--- src/rtl/p09_pkg.sv ---
// p09_pkg: shared state type and byte width for the sprite loader
package p09_pkg;
  typedef enum logic [1:0] {IDLE, FETCH, SHIFT, DONE} loader_state_t;
  localparam int BYTE_W = 8;
endpackage

--- src/rtl/p09_byte_serializer.sv ---
// p09_byte_serializer: one-byte buffer emitting its bits MSB-first, with bit count and empty flag
module p09_byte_serializer
  import p09_pkg::*;
(
  input  logic              clk,
  input  logic              reset,
  input  logic              i_clear,
  input  logic              i_load,
  input  logic [BYTE_W-1:0] i_data,
  input  logic              i_shift,
  output logic              o_msb,
  output logic [3:0]        o_cnt,
  output logic              o_empty
);
  logic [BYTE_W-1:0] r_buf;
  logic [3:0]        r_cnt;
  always_ff @(posedge clk) begin
    if (reset || i_clear) begin
      r_buf <= '0;
      r_cnt <= '0;
    end else if (i_load) begin
      r_buf <= i_data;
      r_cnt <= 4'(BYTE_W);
    end else if (i_shift && r_cnt != 4'd0) begin
      r_buf <= {r_buf[BYTE_W-2:0], 1'b0};
      r_cnt <= r_cnt - 4'd1;
    end
  end
  assign o_msb   = r_buf[BYTE_W-1];
  assign o_cnt   = r_cnt;
  assign o_empty = r_cnt == 4'd0;
endmodule

--- src/rtl/p09_sprite_loader.sv ---
// p09_sprite_loader: streams host bytes MSB-first into the sprite shift register
// while the display leaves the register alone.
module p09_sprite_loader
  import p09_pkg::*;
#(
  parameter int WIDTH  = 8,
  parameter int HEIGHT = 8
) (
  input  logic       clk,
  input  logic       reset,
  input  logic       start,
  input  logic [7:0] byte_data,
  input  logic       byte_valid,
  output logic       byte_ready,
  input  logic       write_window,
  input  logic       display_shift,
  output logic       sprite_wr_bit,
  output logic       sprite_wr_en,
  output logic       busy,
  output logic       done
);
  localparam int TOTAL = WIDTH * HEIGHT;
  localparam int CW    = $clog2(TOTAL + 1);
  loader_state_t r_state;
  logic [CW-1:0] r_written;
  logic          w_msb;
  logic          w_empty;
  logic [3:0]    w_cnt;
  logic          w_load;
  // a restart in a FETCH cycle must not swallow a byte belonging to the new load
  assign byte_ready    = r_state == FETCH && !start;
  assign w_load        = byte_ready && byte_valid;
  assign sprite_wr_en  = r_state == SHIFT && write_window && !display_shift && !w_empty;
  assign sprite_wr_bit = w_msb;
  assign busy          = r_state != IDLE;
  assign done          = r_state == DONE;
  p09_byte_serializer u_ser (
    .clk     (clk),
    .reset   (reset),
    .i_clear (start),
    .i_load  (w_load),
    .i_data  (byte_data),
    .i_shift (sprite_wr_en),
    .o_msb   (w_msb),
    .o_cnt   (w_cnt),
    .o_empty (w_empty)
  );
  always_ff @(posedge clk) begin
    if (reset) begin
      r_state   <= IDLE;
      r_written <= '0;
    end else if (start) begin
      r_state   <= FETCH;
      r_written <= '0;
    end else begin
      unique case (r_state)
        FETCH: if (byte_valid) r_state <= SHIFT;
        SHIFT: if (sprite_wr_en) begin
          r_written <= r_written + 1'b1;
          r_state   <= r_written == CW'(TOTAL - 1) ? DONE : w_cnt == 4'd1 ? FETCH : SHIFT;
        end
        DONE:  r_state <= IDLE;
        default: ;
      endcase
    end
  end
endmodule
--- config.mk ---
export PLATFORM = sky130hd
export DESIGN_NAME = p09_sprite_loader
export DESIGN_NICKNAME = d
export VERILOG_FILES = /design/src/rtl/p09_pkg.sv /design/src/rtl/p09_byte_serializer.sv /design/src/rtl/p09_sprite_loader.sv
export SDC_FILE = /design/constraint.sdc
export NUM_CORES = 1
export LEC_CHECK = 0
export CAP_MARGIN = 20
export CORE_MARGIN = 2
export CORE_UTILIZATION = 45
export DETAILED_ROUTE_END_ITERATION = 8
export GPL_TIMING_DRIVEN = 1
export PLACE_DENSITY = 0.69
export SLEW_MARGIN = 20
export SYNTH_ARGS = -nofsm -noshare
export SYNTH_HDL_FRONTEND = slang
export SYNTH_HIERARCHICAL = 1
export SYNTH_SLANG_ARGS = --single-unit
export TNS_END_PERCENT = 5
--- constraint.sdc ---
create_clock -name clk -period 4.9 [get_ports clk]
set_input_delay 1.225 -clock clk [delete_from_list [all_inputs] [get_ports clk]]
set_output_delay 1.225 -clock clk [all_outputs]
set_load 0.02 [all_outputs]
==> results.md, run 1 <==
- Clock skew: ~0.0084 ns
- Cell area after synthesis: 1210 µm²
- TritonCTS buffer count: 3
- Largest net degree at the start of global routing: 27
- Met3 WL: 77 µm
- DRC Markers: 0
- Register area share after synthesis: 34.8%
- Synth Area in Compound Gates: 21.0%
- Initial Utilization: between 40% and 50%
- Gr usage total: roughly 16%
- Drt initial violations: 23
- Ys async rst share: 0%
- Antenna diodes: 0
- Synth Flop Type: dfxtp_1
- Slew headroom: a little under three fifths
- Warning count from the yosys run: 6
- Critical path arrival: 2.79 ns
- CTS tree: done
- Post-Synth Simple-Gate Area: 25.6%
- I/O Pins: 19
- # rows: 18
- Min-delay src: u_ser/o_cnt[0]$_SDFFE_PP0P_
- FMAX: 249 MHz
- Dominant cell type by area after synthesis: dfxtp_1
- Yosys cell types: 40
- Post-CTS Resized: 0
- Main combinational cell family by area after synthesis: simple AND/OR/NAND/NOR gates
- CTS HTree Levels: 1
- Cells after Synth: 134
- RSZ-0062 raised after global routing: no
- Crit path kind: flip-flop to primary output
- Synth Area in Adders: between 6 and 7%
- Most frequent cells in the layout: 21 x dfxtp_1, 18 x clkdlybuf4s50_1, 12 x nor2_1
- CTS clk-pin slew, worst paths: 0.12 ns
- Number of cells on the worst reg-to-reg path: 9
- Critical Path RT: between 3 and 4 ns
- Core ar.: 2520 µm²
- Final Hold Vio Count: 0
- Die height: 55.8 µm
- Vias in the first global route: 925
- Number of flops mapped to enable cells by yosys: 0
- Critical Path End Type: primary output
- Slew Limit Fails: 0
- DR WL met2: 1.09 mm
- Worst R2R End: u_ser/o_cnt[3]$_SDFFE_PP0P_
- Die W: 55.8 µm
- CP startpoint kind: flip-flop
- Clk sinks: 21
- Worst-skew pair later-pin latency: 0.30 ns
- HP Class: flip-flop to flip-flop
- Vias: roughly 1,000
- Metal-1 WL: between 1 and 1.5 mm
- Pre-antenna DRT Iters: 4
- CTS root buf: clkbuf_4
- Setup bufs post-CTS: 0
- Worst r2r src: u_ser/o_cnt[0]$_SDFFE_PP0P_
- Synthesized flop and latch total: 21
- First-pass GRT wire length: just over 4 mm
- Status: completed
- Top sig layer: met4
- Final setup vio count: 0
- Hold_ws: 0.532 ns
- Post-synthesis mux area share: 0.828%
- Maximum VDD drop: 0.143 mV
- Hold path cells: 2
- Hpwl dp: 1.72 mm
- Wirelength, routed: 2.33 mm
- Clk buf depth: 2
- R2R setup slack: 2.07 ns
- Routed length per instance: 12.9 µm
- XOR/XNOR Fraction of Synth Area: 5.07%
- Synth area leaders: dfxtp_1 35%, a21boi_2 6.5%, ha_1 6.2%, o311a_1 5.8%, xor2_1 4.3%
- PortBufs: 18
- Lkg Pwr: around 0.0006 µW
- Tmin final: 4.01 ns
- Mean Syn Cell Area: 9.02 µm²
- Number of routed nets with antenna violations: 0
- Die area: between 3000 and 4000 µm²
- Final #Nets: around 170
- Worst-Margin Slew: approximately 0.66 ns
- Routability congestion estimate: between 0.8 and 0.9
- Period utilization: 81.9%
- Max Cap Violations: 0
- DR vias/cell: 5.54
- Commonest non-fill, non-tap cell in the layout: dfxtp_1
- # hold bufs at CTS: 0
- Hold Crit Endpoint: u_ser/o_cnt[0]$_SDFFE_PP0P_
- Worst Path Max Fanout: 18
- Antenna violations before repair: 0
- Synth-to-Final Area Change: 17.1%
- Gr ovfl total: 0
- Share of cells above drive strength 1: 9.33%
- Synthesized net count: 154
- Yosys top cell area share: a little over a third
- PwrDens: around 230 nW/µm²
- Post-route setup TNS: 0 ns
-- routing by layer --
metal / vias up / GRT usage (%)
met5: - / 0
met4: 0 / 5.10
met3: 2 / 2.33
met2: 14 / 25.5
met1: 476 / 21.9
li1: 506 / -
-- worst max-delay path by stage --
stage / start / endpoint / slack [ns] / depth (start not counted)
after floorplan: display_shift / sprite_wr_en / 1.98 / 2
after global placement: display_shift / sprite_wr_en / 1.11 / 3
after detailed placement: display_shift / sprite_wr_en / 1.11 / 3
after CTS: u_ser/o_cnt[0]$_SDFFE_PP0P_ / sprite_wr_en / 0.86 / 6
after global routing: u_ser/o_cnt[0]$_SDFFE_PP0P_ / sprite_wr_en / 0.66 / 6
final: u_ser/o_cnt[0]$_SDFFE_PP0P_ / sprite_wr_en / 0.89 / 6
-- metrics by stage --
step                      power, µW  setup slack (ns)  area, µm²  instances  utilization, %
final                           323             0.886       1420        180            56.1
after global routing            341             0.661       1420        180            56.1
after CTS                       327             0.861       1420        180            56.1
after detailed placement        244              1.11       1390        176            55.1
after global placement          243              1.11       1390        176            55.1
after floorplan                 220              1.98       1210        134               -
-- synthesized netlist by cell type, types with 3 or more instances --
| cell | number |
|---|---|
| inv_1 | 9 |
| nand2_1 | 6 |
| ha_1 | 6 |
| buf_2 | 3 |
| dfxtp_1 | 21 |
| or3_1 | 3 |
| nand2b_1 | 7 |
| a21boi_2 | 7 |
| a21oi_1 | 3 |
| xor2_1 | 6 |
| nor2_1 | 12 |
| and3_1 | 8 |
| nor2b_1 | 3 |
| o311a_1 | 7 |
-- state kept, by name, indices dropped and copies added (netlist names) --
signal and count:
r_state 2, r_written 7, u_ser/o_cnt 4, u_ser/r_buf 8
-- area by class of cell --
class / instances / area (µm²)
clock buffer: 4 / 26.3
fill: 235 / 1110
inverter: 9 / 33.8
multi-input combinational: 97 / 709
sequential: 21 / 420
tap: 30 / 37.5
timing repair buffer: 19 / 188
-- kinds of logic (layout without fill, tap and decap cells) --
| kind of cell | Yosys count | after routing |
|---|---|---|
| and+or+nand+nor | 54 | 54 |
| AOI/OAI and AO/OA | 29 | 29 |
| DFF | 21 | 21 |
| buffers and inverters | 16 | 32 |
| xor gates and xnor gates | 7 | 7 |
| adders and majority gates | 6 | 6 |
| muxes | 1 | 1 |
-- power breakdown --
part	leakage (µW)	switching (µW)	internal [µW]
clock network	0.0000150	50.5	31.7
logic	0.000400	30.4	31.6
registers	0.000170	3.49	175
-- critical path, stage by stage (launching register included) --
cell and delay, ns:
dfxtp_1 0.39, inv_1 0.08, ha_1 0.21, or3b_1 0.59
inv_1 0.24, and4bb_2 0.38, clkdlybuf4s50_1 0.60
Note: power is estimated with default switching activity, not from simulation.
==> run 2, diff against run 1 <==
--- a/config.mk
+++ b/config.mk
@@ -10,7 +10,7 @@
 export CORE_UTILIZATION = 45
 export DETAILED_ROUTE_END_ITERATION = 8
 export GPL_TIMING_DRIVEN = 1
-export PLACE_DENSITY = 0.69
+export PLACE_DENSITY = 0.71
 export SLEW_MARGIN = 20
 export SYNTH_ARGS = -nofsm -noshare
 export SYNTH_HDL_FRONTEND = slang
==> constraint.sdc (replaced) <==
create_clock -name clk -period 3.6 [get_ports clk]
set_input_delay 0.9 -clock clk [delete_from_list [all_inputs] [get_ports clk]]
set_output_delay 0.9 -clock clk [all_outputs]
set_load 0.02 [all_outputs]
==> results.md, run 2 (synthesis results as in run 1) <==
- HP Class: flip-flop to flip-flop (unchanged)
- PwrDens: 311 nW/µm² (was 228 nW/µm²)
- # hold bufs at CTS: 0 (unchanged)
- # rows: 18 (unchanged)
- Antenna diodes: 0 (unchanged)
- Area occupied by multi-input gates: 709 µm² (unchanged)
- Final Hold Vio Count: 0 (unchanged)
- DRC Markers: 0 (unchanged)
- Pre-antenna DRT Iters: 4 (unchanged)
- Critical Path End Type: primary output (unchanged)
- Hpwl dp: 1.62 mm (was 1.72 mm)
- Setup bufs post-CTS: 0 (unchanged)
- Clock skew: 0.0132 ns (was 0.00843 ns)
- Lkg Pwr: 0.000593 µW (was 0.000585 µW)
- Final #Nets: 172 (was 171)
- Worst-skew pair later-pin latency: 0.30 ns (about the same)
- Worst r2r src: u_ser/o_cnt[0]$_SDFFE_PP0P_ (unchanged)
- Share of cells above drive strength 1: 10.6% (was 9.33%)
- Synth-to-Final Area Change: 17.8% (was 17.1%)
- Number of cells on the worst reg-to-reg path: 8 (was 9)
- Vias: 1,023 (was 998)
- Worst R2R End: u_ser/r_buf[2]$_SDFFE_PP0P_ (was u_ser/o_cnt[3]$_SDFFE_PP0P_)
- Register Area: 420 µm² (unchanged)
- Max Cap Violations: 0 (unchanged)
- Gr ovfl total: 0 (unchanged)
- Commonest non-fill, non-tap cell in the layout: dfxtp_1 (unchanged)
- Min-delay src: u_ser/o_cnt[0]$_SDFFE_PP0P_ (unchanged)
- Power Total: 443 µW (was 323 µW)
- Largest Register: u_ser/r_buf (unchanged)
- Switch share: 27.0% (was 26.1%)
- Antenna violations before repair: 0 (unchanged)
- Number of routed nets with antenna violations: 0 (unchanged)
- Period utilization: 87.0%
- Maximum VDD drop: 0.208 mV (was 0.143 mV)
- Die area: 3120 µm² (unchanged)
- Crit path kind: input port to primary output (was flip-flop to primary output)
- Tmin final: 3.13 ns
- Flop pwr share: 54.8% (was 55.3%)
- Hold Crit Endpoint: u_ser/o_cnt[0]$_SDFFE_PP0P_ (unchanged)
- Post-route setup TNS: 0 ns (unchanged)
- CTS root buf: clkbuf_4 (unchanged)
- Clk buf depth: 2 (unchanged)
- Hold_ws: 0.515 ns (was 0.532 ns)
- Routability congestion estimate: 0.832 (was 0.875)
- Clk sinks: 21 (unchanged)
- Hold path cells: 2 (unchanged)
- Max reg flops: 8 (unchanged)
- Die W: 55.8 µm (unchanged)
- First-pass GRT wire length: 3.87 mm (was 4.04 mm)
- Slew headroom: 57.9% (was 56.0%)
- Critical Path RT: 2.70 ns (was 3.67 ns)
- PortBufs: 18 (unchanged)
- Psw: 120 µW (was 84.3 µW)
- TritonCTS buffer count: 3 (unchanged)
- Final design utilization: 56.4% (was 56.1%)
- R2R setup slack: 1.41 ns (was 2.07 ns)
- RSZ-0062 raised after global routing: no (unchanged)
- DP Area: 1400 µm² (was 1390 µm²)
- Fin area: 1420 µm² (about the same)
- Routed length per instance: 12.5 µm (was 12.9 µm)
- Status: completed (unchanged)
- Final setup vio count: 0 (unchanged)
- Most frequent cells in the layout: 21 x dfxtp_1, 18 x clkdlybuf4s50_1, 12 x nor2_1 (unchanged)
- Combinational share of power: 19.4% (was 19.2%)
- Clock share of power: 25.8% (was 25.5%)
- Wirelength, routed: 2.26 mm (was 2.33 mm)
- Core ar.: 2520 µm² (unchanged)
- Post-CTS Resized: 0 (unchanged)
- Worst Path Max Fanout: 2 (was 18)
- Drt initial violations: 18 (was 23)
- Initial Utilization: 47.9% (unchanged)
- Largest net degree at the start of global routing: 27 (unchanged)
- Slew Limit Fails: 0 (unchanged)
- I/O Pins: 19 (unchanged)
- Critical path arrival: 2.23 ns (was 2.79 ns)
- Vias in the first global route: 888 (was 925)
- Worst-Margin Slew: 0.629 ns (was 0.661 ns)
- CTS clk-pin slew, worst paths: 0.13 ns (was 0.12 ns)
- CTS HTree Levels: 1 (unchanged)
- Gr usage total: 15.0% (was 15.9%)
- FILL cells: 239 (was 235)
- CP startpoint kind: input port (was flip-flop)
- CTS tree: done (unchanged)
- Pint: 323 µW (was 238 µW)
- DR vias/cell: 5.65 (was 5.54)
- FMAX: about 320 MHz
- Die height: 55.8 µm (unchanged)
## run 2: cell count changes in the layout (fill, tap and decap cells not counted), sizes merged
cell    delta
clkinv     +1
clkbuf     -1
buf        +1
## run 2: per-layer routing
layer  up-vias  share of wire [%]  GRT usage, %  routed length, µm
met5         -                  0             0                  0
met4         0               0.66          5.10                 15
met3         2                5.0          2.79                113
met2        22                 44          23.1               1000
met1       486                 50          21.0               1130
li1        513                  -             -                  -
## run 2: stage by stage
step | worst slack (ns) | cells
2_1_floorplan | 1.20 | 134
3_3_place_gp | 0.466 | 177
3_5_place_dp | 0.473 | 177
4_1_cts | 0.463 | 181
5_1_grt | 0.390 | 181
6_report | 0.468 | 181
## run 2: worst max-delay path by stage
stage                                            from      endpoint  depth (start not counted)
after floorplan           u_ser/o_cnt[0]$_SDFFE_PP0P_  sprite_wr_en                          7
after global placement                  display_shift  sprite_wr_en                          3
after detailed placement                display_shift  sprite_wr_en                          3
after CTS                                write_window  sprite_wr_en                          3
after global routing      u_ser/o_cnt[0]$_SDFFE_PP0P_  sprite_wr_en                          6
final                                   display_shift  sprite_wr_en                          3
## run 2: final cells by class
class                           instances  area share [%]
Clock buffer                            3            1.58
Clock inverter                          1           0.351
Inverter                                9            2.37
Multi-Input combinational cell         97            49.8
Sequential cell                        21            29.5
Tap cell                               30            2.64
Timing Repair Buffer                   20            13.7
## run 2: power by group through the flow
stage	Sequential [µW]	Combinational, µW	Clock (µW)
after floorplan	247	52.3	0
final	243	85.8	114
after detailed placement	248	85.1	0
after global routing	244	94.2	130
after CTS	243	85.6	120
after global placement	248	83.1	0
## run 2: critical path: stages
cell and delay, ns:
clkdlybuf4s50_1 0.42, and4bb_2 0.31, clkdlybuf4s50_1 0.60
==> run 3, diff against run 2 <==
--- a/config.mk
+++ b/config.mk
@@ -11,6 +11,7 @@
 export DETAILED_ROUTE_END_ITERATION = 8
 export GPL_TIMING_DRIVEN = 1
 export PLACE_DENSITY = 0.71
+export REMOVE_ABC_BUFFERS = 1
 export SLEW_MARGIN = 20
 export SYNTH_ARGS = -nofsm -noshare
 export SYNTH_HDL_FRONTEND = slang
==> results.md, run 3 (synthesis results as in run 1) <==
- Status: completed (unchanged)
- CTS HTree Levels: 1 (unchanged)
- Final Hold Vio Count: 0 (unchanged)
- Power Total: 444 µW (was 443 µW)
- FILL cells: 257 (was 239)
- Largest Register: u_ser/r_buf (unchanged)
- Slew headroom: 57.9% (about the same)
- Antenna diodes: 0 (unchanged)
- CTS clk-pin slew, worst paths: 0.12 ns (was 0.13 ns)
- Number of routed nets with antenna violations: 0 (unchanged)
- Final #Nets: 172 (unchanged)
- Worst Path Max Fanout: 5 (was 2)
- Final setup vio count: 0 (unchanged)
- CTS root buf: clkbuf_4 (unchanged)
- Die height: 55.8 µm (unchanged)
- Critical Path End Type: primary output (unchanged)
- Max reg flops: 8 (unchanged)
- Worst-Margin Slew: 0.632 ns (was 0.629 ns)
- Routed length per instance: 12.5 µm (about the same)
- Post-route setup TNS: 0 ns (unchanged)
- FMAX: 321 MHz (was 319 MHz)
- Core ar.: 2520 µm² (unchanged)
- Clock skew: 0.00242 ns (was 0.0132 ns)
- Tmin final: 3.12 ns (was 3.13 ns)
- Critical Path RT: 2.70 ns (about the same)
- Lkg Pwr: 0.000593 µW (unchanged)
- RSZ-0062 raised after global routing: no (unchanged)
- Commonest non-fill, non-tap cell in the layout: dfxtp_1 (unchanged)
- Clk sinks: 21 (unchanged)
- Register Area: 420 µm² (unchanged)
- Gr usage total: 16.1% (was 15.0%)
- # hold bufs at CTS: 0 (unchanged)
- Largest net degree at the start of global routing: 27 (unchanged)
- Slew Limit Fails: 0 (unchanged)
- I/O Pins: 19 (unchanged)
- Most frequent cells in the layout: 21 x dfxtp_1, 18 x clkdlybuf4s50_1, 12 x nor2_1 (unchanged)
- PortBufs: 18 (unchanged)
- Die area: 3120 µm² (unchanged)
- Clk buf depth: 2 (unchanged)
- Die W: 55.8 µm (unchanged)
- Pre-antenna DRT Iters: 4 (unchanged)
- Vias: 1,003 (was 1,023)
- Share of cells above drive strength 1: 10.6% (unchanged)
- Period utilization: 86.6% (was 87.0%)
- Crit path kind: flip-flop to primary output (was input port to primary output)
- Wirelength, routed: 2.27 mm (was 2.26 mm)
- Initial Utilization: 47.9% (unchanged)
- Antenna violations before repair: 0 (unchanged)
- Fin area: 1420 µm² (unchanged)
- Synth-to-Final Area Change: 17.8% (unchanged)
- Gr ovfl total: 0 (unchanged)
- Routability congestion estimate: 0.746 (was 0.832)
- CP startpoint kind: flip-flop (was input port)
- First-pass GRT wire length: 4.05 mm (was 3.87 mm)
- Critical path arrival: 2.22 ns (was 2.23 ns)
- DRC Markers: 0 (unchanged)
- Max Cap Violations: 0 (unchanged)
- Hpwl dp: 1.60 mm (was 1.62 mm)
- Placed Instances: 177 (unchanged)
- HP Class: flip-flop to flip-flop (unchanged)
- CTS tree: done (unchanged)
- DR vias/cell: 5.54 (was 5.65)
- Worst Setup Slack, final: 0.484 ns (was 0.468 ns)
- Drt initial violations: 23 (was 18)
- Worst-skew pair later-pin latency: 0.31 ns (was 0.30 ns)
- TritonCTS buffer count: 3 (unchanged)
- Area occupied by multi-input gates: 709 µm² (unchanged)
- Pre-CTS setup slack: 0.480 ns (was 0.473 ns)
- Vias in the first global route: 932 (was 888)
- Post-CTS Resized: 0 (unchanged)
- PwrDens: 312 nW/µm² (was 311 nW/µm²)
- Maximum VDD drop: 0.291 mV (was 0.208 mV)
- # rows: 18 (unchanged)
- Cell Count, Final, Fillers Out: 181 (unchanged)
- DP Area: 1400 µm² (unchanged)
- Setup bufs post-CTS: 0 (unchanged)
run 3: cell counts in the layout (fill, tap and decap cells not counted):
No cell type changed its count.
run 3: critical path, cell delays in order, from the launching register on:
cell and delay, ns:
dfxtp_1 0.35, inv_1 0.08, ha_1 0.17, or3b_1 0.38, inv_1 0.13, and4bb_2 0.26
clkdlybuf4s50_1 0.54
run 3: path summary, 6_finish.rpt:
| path | startpoint | end | slack [ns] | depth (start not counted) |
|---|---|---|---|---|
| worst max-delay path | u_ser/o_cnt[0]$_SDFFE_PP0P_ | sprite_wr_en | 0.48 | 6 |
| worst min-delay path | u_ser/o_cnt[0]$_SDFFE_PP0P_ | u_ser/o_cnt[0]$_SDFFE_PP0P_ | 0.52 | 2 |
| worst max register to register | u_ser/o_cnt[0]$_SDFFE_PP0P_ | u_ser/o_cnt[3]$_SDFFE_PP0P_ | 1.40 | 9 |
| worst min register to register | u_ser/o_cnt[0]$_SDFFE_PP0P_ | u_ser/o_cnt[0]$_SDFFE_PP0P_ | 0.52 | 2 |
run 3: metal layers:
layer,GRT usage [%],wire (µm)
met3,5.58,126
met2,24.3,993
met5,0,0
met4,4.08,21
met1,22.0,1130
run 3: where the power goes:
part           total [µW]  switching (µW)  internal [µW]
Clock                 117            75.0           41.6
Sequential            243            4.73            238
Combinational        84.4            41.1           43.3
Total                 444             121            323
run 3: layout make-up:
cell class / instances / share of cell area [%]
multi-input combinational: 97 / 49.8
sequential: 21 / 29.5
timing repair buffer: 20 / 13.7
tap: 30 / 2.64
inverter: 9 / 2.37
clock buffer: 3 / 1.58
clock inverter: 1 / 0.351
run 3: metrics by stage:
step | hold slack (ns) | utilization, %
6_report | 0.522 | 56.4
5_1_grt | 0.552 | 56.4
2_1_floorplan | 0.470 | -
3_5_place_dp | 0.500 | 55.4
3_3_place_gp | 0.489 | 55.4
4_1_cts | 0.519 | 56.4
